$ cat src/rtl/axi_rd_rr_scheduler.sv
// axi_rd_rr_scheduler: round-robin read-channel scheduler for masters M0..M2.
// Grants one master per AXI read burst, decodes its captured ARADDR to a one-hot
// slave select, and holds the grant until the RLAST handshake.
// Optional feature macro: RD_SCHED_TIMEOUT_EN (forced release after TIMEOUT_CYC
// cycles of grant, with a one-cycle timeout_o pulse).
module axi_rd_rr_scheduler #(
    parameter int ADDR_W      = 32,
    parameter int M0_PRIORITY = 0,
    parameter int TIMEOUT_CYC = 1024
) (
    input  logic              ACLK,
    input  logic              ARESETn,
    input  logic [2:0]        ARVALID_M,
    input  logic [ADDR_W-1:0] ARADDR_M0,
    input  logic [ADDR_W-1:0] ARADDR_M1,
    input  logic [ADDR_W-1:0] ARADDR_M2,
    input  logic              ARREADY_G,
    input  logic              RVALID_G,
    input  logic              RREADY_G,
    input  logic              RLAST_G,
    input  logic              AW_busy,
    output logic [2:0]        grant_o,
    output logic [7:0]        slave_sel_o,
    output logic              busy_o,
    output logic              timeout_o
);

    typedef enum logic [1:0] {IDLE, ADDR, DATA} state_t;

    state_t            state;
    logic [1:0]        rr_ptr;
    logic [1:0]        gnt_idx;
    logic [ADDR_W-1:0] addr_q;

    logic [2:0]        elig;
    logic [1:0]        win;
    logic              win_vld;
    logic [ADDR_W-1:0] win_addr;
    logic              rel_done;
    logic              rel_to;
    logic              rel;

    // addr_q is kept for observability; the select itself is registered at capture
    logic unused_addr;
    assign unused_addr = ^addr_q;

    function automatic logic [1:0] inc3(input logic [1:0] p);
        return (p == 2'd2) ? 2'd0 : p + 2'd1;
    endfunction

    // Upper 16 address bits to one-hot slave; unmapped space gives 0 (DECERR)
    function automatic logic [7:0] decode(input logic [15:0] h);
        logic [7:0] s;
        s = 8'h00;
        if (h[15:8] == 8'h20) begin
            s = 8'h20;
        end else begin
            case (h)
                16'h0000: s = 8'h01;
                16'h0001: s = 8'h02;
                16'h0002: s = 8'h04;
                16'h0003: s = 8'h80;
                16'h0010: s = 8'h40;
                16'h1000: s = 8'h08;
                16'h1001: s = 8'h10;
                default:  s = 8'h00;
            endcase
        end
        return s;
    endfunction

    // Winner: first eligible master scanning upward from rr_ptr (mod 3); M0 may override
    always_comb begin
        logic [1:0] o0, o1, o2;
        elig    = ARVALID_M & ~{AW_busy, AW_busy, 1'b0};
        win_vld = |elig;
        o0      = rr_ptr;
        o1      = inc3(o0);
        o2      = inc3(o1);
        win     = o0;
        if (elig[o2]) win = o2;
        if (elig[o1]) win = o1;
        if (elig[o0]) win = o0;
        if (M0_PRIORITY != 0 && elig[0]) win = 2'd0;
    end

    // Address of the prospective winner
    always_comb begin
        case (win)
            2'd0:    win_addr = ARADDR_M0;
            2'd1:    win_addr = ARADDR_M1;
            default: win_addr = ARADDR_M2;
        endcase
    end

    assign rel_done = (state == DATA) && RVALID_G && RREADY_G && RLAST_G;

`ifdef RD_SCHED_TIMEOUT_EN
    localparam int CW = $clog2(TIMEOUT_CYC + 1);
    logic [CW-1:0] cnt;

    // Counter hits TIMEOUT_CYC on this edge; a completing burst takes precedence
    assign rel_to = (state != IDLE) && !rel_done && (cnt == CW'(TIMEOUT_CYC - 1));

    // Grant-age counter: cleared on grant, counts while a transaction is open
    always_ff @(posedge ACLK or negedge ARESETn) begin
        if (!ARESETn) begin
            cnt       <= '0;
            timeout_o <= 1'b0;
        end else begin
            timeout_o <= rel_to;
            if (state == IDLE) cnt <= '0;
            else if (!rel)     cnt <= cnt + 1'b1;
        end
    end
`else
    localparam int unused_timeout_cyc = TIMEOUT_CYC;
    assign rel_to    = 1'b0;
    assign timeout_o = 1'b0;
`endif

    assign rel = rel_done | rel_to;

    // Scheduler FSM with registered grant/select/busy outputs
    always_ff @(posedge ACLK or negedge ARESETn) begin
        if (!ARESETn) begin
            state       <= IDLE;
            rr_ptr      <= 2'd0;
            gnt_idx     <= 2'd0;
            addr_q      <= '0;
            grant_o     <= 3'b000;
            slave_sel_o <= 8'h00;
            busy_o      <= 1'b0;
        end else if (rel) begin
            // Release; the next grant can only be issued from IDLE next cycle
            state       <= IDLE;
            rr_ptr      <= inc3(gnt_idx);
            grant_o     <= 3'b000;
            slave_sel_o <= 8'h00;
            busy_o      <= 1'b0;
        end else begin
            case (state)
                IDLE: begin
                    if (win_vld) begin
                        state       <= ADDR;
                        gnt_idx     <= win;
                        grant_o     <= 3'b001 << win;
                        addr_q      <= win_addr;
                        slave_sel_o <= decode(win_addr[ADDR_W-1 -: 16]);
                        busy_o      <= 1'b1;
                    end
                end
                ADDR: begin
                    if (ARREADY_G) state <= DATA;
                end
                DATA: begin
                    // Non-last beats keep the grant; last beat handled by rel
                end
                default: state <= IDLE;
            endcase
        end
    end

endmodule
$ cat config.mk
export PLATFORM = sky130hd
export DESIGN_NAME = axi_rd_rr_scheduler
export DESIGN_NICKNAME = d
export VERILOG_FILES = /design/src/rtl/axi_rd_rr_scheduler.sv
export SDC_FILE = /design/constraint.sdc
export NUM_CORES = 1
export LEC_CHECK = 0
export BUFFER_PORTS_ARGS = -buffer_cell sky130_fd_sc_hd__buf_2
export CELL_PAD_IN_SITES_DETAIL_PLACEMENT = 2
export CELL_PAD_IN_SITES_GLOBAL_PLACEMENT = 2
export CORE_ASPECT_RATIO = 1.4
export CORE_MARGIN = 2
export CORE_UTILIZATION = 16
export DETAILED_ROUTE_END_ITERATION = 12
export PLACE_DENSITY_LB_ADDON = 0.1
export REMOVE_ABC_BUFFERS = 1
export SYNTH_ARGS = -nofsm -noshare
export SYNTH_HDL_FRONTEND = slang
export SYNTH_SLANG_ARGS = --single-unit
$ cat constraint.sdc
create_clock -name ACLK -period 2.5 [get_ports ACLK]
set_input_delay 0.25 -clock ACLK [delete_from_list [all_inputs] [get_ports ACLK]]
set_output_delay 0.25 -clock ACLK [all_outputs]
set_load 0.02 [all_outputs]
==> impl_metrics.toml <==
[power]
switching_share_pct = 39.94
p_sw_mw = 0.5187
leakagePower_nw = 0.9024
total_power_mw = 1.299
seqPwrFrac_pct = 32.7
p_clk_share_pct = 15.4
peakVddDrop_mv = 0.2139
p_comb_share_pct = 51.9
p_int_mw = 0.7799
power_density_nw_per_um2 = 709.4

[cells_and_area]
final_area_um2 = 1831
fin_cells = 312
area_growth_pct = 50.36
multi_input_area_um2 = 740.7
num-nets-final = 323
final-seq-area_um2 = 451.7
final_cell_mix = "buf_2 (69), dfrtp_1 (17), nand2_1 (14), buf_4 (14), nor2_1 (10)"
antenna_cells = 0
drive_above_1_share_pct = 47.44
utilization_pct = 24.87
fill_cells = 856
final_common_cell = "buf_2"

[synth]
yosysWarnings = 0
syn_area_um2 = 1217
avgSynthCellArea_um2 = 9.085
yosysTopAreaCell = "dfrtp_1"
synth_flop_cell = "dfrtp_1"
synth.area.top_cells = "dfrtp_1 (37%), nand2_1 (4.3%), a22o_1 (3.6%), mux2i_1 (3.3%), nand2b_1 (3.1%)"
yosys.area.top_type_share_pct = 37.00
yosysSeqAreaShare_pct = 37.00
synth_seq_cells = 18
ys_types = 50
postSynth.asyncResetShare_pct = 100.0
syn_inst = 134
synth_edf_count = 0

[sta]
fin_crit_sh_pct = 92.79
holdWs_ns = 0.2120
drv_slew = 0
skew_ns = 0.004607
fmax_mhz = 431.1
hold_violations = 0
rsz0062_at_grt = "false"
setup_viol = 0
fin_crit_ns = 2.320

[setup_path]
critical-path-max-stage-delay_ns = 0.52
cp_slowest_cell = "or4_4"
path_cells = "nand2b_4, a211oi_4, a21oi_2, o311a_1, or4_4, or4_4, o31ai_2"
arrival_ns = 2.49
cp-end-kind = "flip-flop"
critical_path_required_ns = 2.67
critPathKind = "reg -> reg"
startpoint_type = "flip-flop"
cpMostUsedCell = "or4_4"
reg2reg_slack_ns = 0.18
crit_fanout = 8

[clock_tree]
post-cts-setup-buffer-count = 0
cts_made_buffers = 3
clock-sinks = 18
cts_tree = "yes"
root_buffer = "clkbuf_8"
cts_max_level = 1
clk_path_buf_depth = 2
path_clk_slew_ns = 0.07
clk-insertion-delay-late_ns = 0.25

[global_route]
grt_pass1_wl_um = 7314
grt-ovfl-total = 0
grt_pass1_vias = 1529
grt_max_degree = 19
grt_usage_pct = 10.92
antenna_found_initial = 0

[floorplan]
core-area_um2 = 7361
chipWidth_um = 77.72
pin_count = 119
initial_core_util_pct = 16.54
die_y_um = 107.2
fp-row-count = 37
dieArea_um2 = 8332

[route]
antenna_left = 0
vias = 1372
drtIter0Drc = 41
remaining_drc_errors = 0
drt_wl_total_um = 4519
wl_per_cell_um = 14.48
via_per_inst = 4.397
firstDrtPassIters = 4

[job]
maxCapViolCount = 0

[placement]
placedInstanceArea_um2 = 1760
dp_cells = 308
port_buffers = 69
hpwl_um = 3883
place.gp.congestion = 0.7056

[outcome]
status = "completed"

[worst_hold_path]
holdCritPathClass = "in -> reg"
[cells by family after synthesis]
family / after synthesis / synth area share, %
AND/OR/NAND/NOR: 56 / 26.41
AO/OA/AOI/OAI: 44 / 28.47
flip-flops: 18 / 37.00
buffers and inverters: 10 / 3.597
multiplexers: 5 / 4.214
other: 1 / 0.3080
[per-stage QoR]
step                      setup WS (ns)  setup TNS [ns]
final                            0.1802               0
after global routing            0.02546               0
after CTS                       0.03279               0
after detailed placement       -0.03949        -0.07180
after global placement         -0.04698        -0.07760
after floorplan               -0.005316       -0.005316
[per-layer routing]
metal | vias up | share of wire (%) | global-route usage [%]
met5 | - | 0 | 0
met4 | 0 | 1.2 | 2.806
met3 | 6 | 3.1 | 1.599
met2 | 30 | 59 | 21.86
met1 | 678 | 36 | 11.61
li1 | 658 | - | -
[cells in the mapped netlist (2+ instances only)]
| master | n |
|---|---|
| o21ai_0 | 6 |
| dfrtp_1 | 18 |
| o311a_1 | 2 |
| a211oi_1 | 3 |
| inv_1 | 4 |
| buf_2 | 2 |
| nand2b_1 | 6 |
| o21ba_2 | 2 |
| o211ai_1 | 3 |
| nand3_1 | 2 |
| a21oi_1 | 6 |
| a22o_1 | 5 |
| or4_4 | 2 |
| nor4_1 | 2 |
| nor2b_1 | 4 |
| nor3_1 | 2 |
| and2_1 | 2 |
| mux2i_1 | 4 |
| or4_1 | 2 |
| a21o_1 | 2 |
| nand2_1 | 14 |
| o31ai_1 | 3 |
| clkbuf_1 | 2 |
| nor2_1 | 10 |
[final cells by class]
| class | instances | share of cell area [%] |
|---|---|---|
| clock buffer | 3 | 2.256 |
| inverter | 4 | 0.8202 |
| multi-input combinational | 106 | 40.46 |
| sequential | 18 | 24.68 |
| tap | 97 | 6.630 |
| timing repair buffer | 84 | 25.15 |
[registers in the layout, indices dropped and copies added, names as in the netlist]
signal / flops
rr_ptr: 2
gnt_idx: 2
state: 2
grant_o: 3
busy_o: 1
slave_sel_o: 8
[worst max-delay path: cells and delay by family, from the launching register on]
family / cells / cell delay (ns)
and+or+nand+nor: 3 / 1.10
AOI/OAI and AO/OA: 4 / 0.67
DFF: 1 / 0.46
[final timing paths]
path / start / to / cells after the start
max: rr_ptr[0] / slave_sel_o[3] / 7
min: ARREADY_G / state[0] / 2
max reg2reg: rr_ptr[0] / slave_sel_o[3] / 7
min reg2reg: grant_o[0] / grant_o[0] / 2
max in group asynchronous: ARESETn / rr_ptr[0] / 2
min in group asynchronous: ARESETn / rr_ptr[1] / 2
[power groups by stage]
stage / registers, mW / logic [mW] / clock network, mW
finish: 0.424 / 0.674 / 0.201
global route: 0.440 / 0.766 / 0.219
CTS: 0.427 / 0.686 / 0.208
detailed placement: 0.431 / 0.682 / 0
global placement: 0.430 / 0.657 / 0
floorplan: 0.461 / 0.348 / 0
[what timing repair did]
| item | in CTS | in global routing |
|---|---|---|
| resized for setup | 1 | 3 |
| hold buffers | 1 | 0 |
| setup endpoints to repair | 2 | 2 |
| pin swaps | 0 | 2 |
| endpoints found under the hold margin | 18 | 0 |
Power figures use the tool's default switching activity.
